==> src/rtl/mw_stage_reg.sv <==
// mw_stage_reg: M/W pipeline register producing the GRF write port and a retired-instruction counter.
module mw_stage_reg #(
    parameter int WIDTH     = 32,
    parameter int CNT_WIDTH = 32
) (
    input  logic                 clk,
    input  logic                 reset,
    input  logic                 en,
    input  logic                 clr,
    input  logic                 M_valid,
    input  logic [WIDTH-1:0]     M_PC,
    input  logic [WIDTH-1:0]     M_Instr,
    input  logic [WIDTH-1:0]     M_ALU_O,
    input  logic [WIDTH-1:0]     M_DM_O,
    input  logic [WIDTH-1:0]     M_MD_O,
    input  logic [1:0]           M_WDSel,
    input  logic [4:0]           M_MUXM_RegDst_O,
    output logic [WIDTH-1:0]     W_PC,
    output logic [WIDTH-1:0]     W_Instr,
    output logic [4:0]           W_A3,
    output logic [WIDTH-1:0]     W_WD,
    output logic                 W_RegWrite,
    output logic                 W_valid,
    output logic [CNT_WIDTH-1:0] W_retired
);
    logic             valid;
    logic [WIDTH-1:0] pc, instr, alu, dm, md, mux;
    logic [1:0]       sel;
    logic [4:0]       a3;
    always_ff @(posedge clk) begin
        if (reset || clr) begin
            valid <= 1'b0;
            pc    <= '0;
            instr <= '0;
            alu   <= '0;
            dm    <= '0;
            md    <= '0;
            sel   <= '0;
            a3    <= '0;
        end else if (en) begin
            valid <= M_valid;
            pc    <= M_PC;
            instr <= M_Instr;
            alu   <= M_ALU_O;
            dm    <= M_DM_O;
            md    <= M_MD_O;
            sel   <= M_WDSel;
            a3    <= M_MUXM_RegDst_O;
        end
    end
    // a bubble leaves the count alone; only reset clears it
    always_ff @(posedge clk) begin
        if (reset)
            W_retired <= '0;
        else if (!clr && en && M_valid)
            W_retired <= W_retired + 1'b1;
    end
    always_comb begin
        mux        = sel == 2'd0 ? alu :
                     sel == 2'd1 ? dm  :
                     sel == 2'd2 ? pc + WIDTH'(8) : md;
        W_RegWrite = valid && a3 != 5'd0;
        W_WD       = W_RegWrite ? mux : '0;
        W_A3       = valid ? a3 : 5'd0;
        W_valid    = valid;
        W_PC       = pc;
        W_Instr    = instr;
    end
endmodule
==> config.mk <==
export PLATFORM = sky130hd
export DESIGN_NAME = mw_stage_reg
export DESIGN_NICKNAME = d
export VERILOG_FILES = /design/src/rtl/mw_stage_reg.sv
export SDC_FILE = /design/constraint.sdc
export NUM_CORES = 1
export LEC_CHECK = 0
export CORE_AREA = 2 2 144 146
export CTS_CLUSTER_DIAMETER = 150
export DETAILED_ROUTE_END_ITERATION = 8
export DIE_AREA = 0 0 146 148
export PLACE_DENSITY = 0.79
export SLEW_MARGIN = 20
export SYNTH_ARGS = -nofsm -noshare
export SYNTH_HDL_FRONTEND = slang
export SYNTH_SLANG_ARGS = --single-unit
==> constraint.sdc <==
create_clock -name clk -period 5.1 [get_ports clk]
set_input_delay 1.53 -clock clk [delete_from_list [all_inputs] [get_ports clk]]
set_output_delay 1.53 -clock clk [all_outputs]
set_load 0.02 [all_outputs]
==> run metrics <==
Final Hold Viols 0; Clk pin slew, worst setup/hold paths around 80 ps; yosys warns 0; syn nets approximately 1100; HPWL after DPL 19700 um; CP Buf/Inv Count 1; status finished, final reports clean; nets@finish around 1400; mux contribution to synthesized area 0.241; final period utilization 0.887; RSZ-0062 raised after global routing no; library cells used by synthesis just over 50; critical path peak fanout 8; Worst EP arrival 2990 ps; starting density of the core 0.446; Seq/Total Area, Yosys 0.448; CTS Buf Count 17; grt ovf 0; Mean Syn Cell Area 9.56 um2; post-synthesis compound-gate area fraction 0.0458; Slew Limit Fails 0; fmax around 220 MHz; Final min period 4520 ps; crit end category output pin; hold_ws around 490 ps; Root Driver clkbuf_16; DRC errors left 0; Hold-fix buffers, CTS 0; Critical Path Slowest Stage Cell clkdlybuf4s50_1; clock network power share 0.391; aggregate routed wire length 27300 um; P_int between 0.002 and 0.0025 W; Setup CP Type register to output pin; Synth top area share 0.448; via count 7791; EDFF count, synth 0; Synth area leaders dfxtp_1, mux2i_1, nor2_1; H-tree levels 4; synthesis-stage register bit count 200; die span in x 146 um; Sw Pwr 0.000868 W; Post-Synth XOR/XNOR Area 0.0490; CTS tree yes; post-synth top area cell dfxtp_1; total negative slack 0 ps; Final setup viols 0; fraction of layout cells with a size suffix above 1 0.0657; Post-DRT Antenna Nets 0; Post-Syn Area 0.00894 mm2; pin count of the biggest net entering global routing around 140; synthesized instance count 935; vias in the first global route 7516; fraction of registers with async set/reset 0; first-pass GRT wire length around 42000 um; drt wl/cell 18.3 um; Critical Path Source Type register; commonest non-fill, non-tap cell in the layout clkdlybuf4s50_1; max-cap violations 0; main combinational cell family by area after synthesis multiplexers; IO Count 307; antenna violations before repair 2; Worst Max-Slew Pin Slew roughly 1200 ps; Worst path top cell family by delay simple AND/OR/NAND/NOR gates; area grow syn2layout 42.7%; routability cong. approximately 0.83; Min-Delay Path Class register to register; GRT Overall Usage 0.246; total die area 0.0216 mm2; Via-to-Cell Ratio 5.23; CP peak stage delay slightly below 700 ps; Sink Count 200; Post-synth top flop dfxtp_1; CP Cell Sequence and4_1 -> nand4_4 -> or4_4 -> mux2i_1 -> a21oi_1 -> clkdlybuf4s50_1; DRT Pass-1 Iters 5; Seq pwr share 0.488; commonest non-fill, non-tap cells in the layout clkdlybuf4s50_1, nor2_1, dfxtp_1; P_leak 4.99 nW; Comb power frac 0.122; Pwr Density 264 mW/mm2; PortBufs 306; adder-cell share of the synthesized area 0.00280; drt initial violations 398; Peak VDD IR between 0.2 and 0.25 mV; Post-Synth Simple-Gate Area 0.180; CP Data Required Time between 3000 and 4000 ps; Layout Skew 10.8 ps; # rows 52; PostCTS Resize Cnt 0; post-CTS setup buffer count 0; core area 0.0200 mm2; Sw Ratio 0.258; Worst-Skew Late Latency 430 ps; Slew Limit Headroom 0.202; Die Y 148 um; worst-case clock buffer depth 2
[metrics by stage]
| step | util | worst slack (ps) | cell area [um2] | instances | power [W] |
|---|---|---|---|---|---|
| 3_5_place_dp | 0.608 | 1050 | 12200 | 1455 | 0.00208 |
| 6_report | 0.636 | 578 | 12800 | 1489 | 0.00336 |
| 5_1_grt | 0.636 | 381 | 12800 | 1489 | 0.00348 |
| 3_3_place_gp | 0.608 | 1060 | 12200 | 1455 | 0.00208 |
| 2_1_floorplan | - | 1220 | 8940 | 935 | 0.00187 |
| 4_1_cts | 0.636 | 568 | 12700 | 1487 | 0.00338 |
[flip-flops by register name, indices dropped and copies added (netlist names)]
name,flops
W_Instr,32
W_PC,32
W_retired,32
W_valid,1
a3,5
alu,32
dm,32
md,32
sel,2
[cell type report]
type	count	area, um2
Multi-Input combinational cell	661	4650
Inverter	9	33.8
Tap cell	270	338
Antenna cell	2	5.00
Clock buffer	18	429
Sequential cell	200	4010
Clock inverter	14	139
Timing Repair Buffer	315	3160
Fill cell	1711	7290
[worst paths after layout]
path | cells past startpoint | to | from | slack [ps]
setup / recovery | 6 | W_WD[28] | W_PC[19] | 580
hold / removal | 2 | dm[4] | dm[4] | 490
setup reg to reg | 5 | W_retired[23] | W_retired[9] | 2910
hold reg to reg | 2 | dm[4] | dm[4] | 490
[layer usage]
metal  track usage  share of wire
met5             0              0
met3        0.0698          0.071
met1         0.311           0.43
met4         0.108          0.034
met2         0.394           0.46
[power groups by stage]
| stage | logic, W | registers [W] | clock network [W] |
|---|---|---|---|
| 6_report | 0.000409 | 0.00164 | 0.00131 |
| 5_1_grt | 0.000437 | 0.00165 | 0.00140 |
| 4_1_cts | 0.000410 | 0.00164 | 0.00133 |
| 3_5_place_dp | 0.000407 | 0.00168 | 0 |
| 3_3_place_gp | 0.000404 | 0.00167 | 0 |
| 2_1_floorplan | 0.000180 | 0.00169 | 0 |
[logic make-up (layout without fill, tap and decap cells)]
| logic type | count (synthesis) | count (layout) |
|---|---|---|
| AND/OR/NAND/NOR | 346 | 346 |
| multiplexers | 201 | 201 |
| flip-flops | 200 | 200 |
| buffers and inverters | 74 | 356 |
| AO/OA/AOI/OAI | 62 | 62 |
| XOR/XNOR | 50 | 50 |
| adder cells (fa/ha/maj) | 2 | 2 |
| other | 0 | 2 |
[synth_stat cells, drive strengths merged, types with 2 or more instances]
cell type,count
nor2,212
dfxtp,200
mux2i,176
clkbuf,43
nand4,27
xor2,27
nand2,24
xnor2,23
a21oi,22
buf,22
nand3,21
and2,17
mux2,15
o221ai,13
and4,12
nor3,12
mux4,10
inv,9
a211oi,7
o21ai,6
and3,5
nor4,4
o22ai,4
a31oi,3
nor2b,3
or2,3
ha,2
or3,2
[worst register-to-register path, stage by stage, from the launching register on]
cell and delay [ps]:
dfxtp_1 450, nand4_1 150, nor2_1 730, nand3_1 290, or3_1 380, a21oi_1 130
No activity file was read; power rests on OpenSTA's default activity.
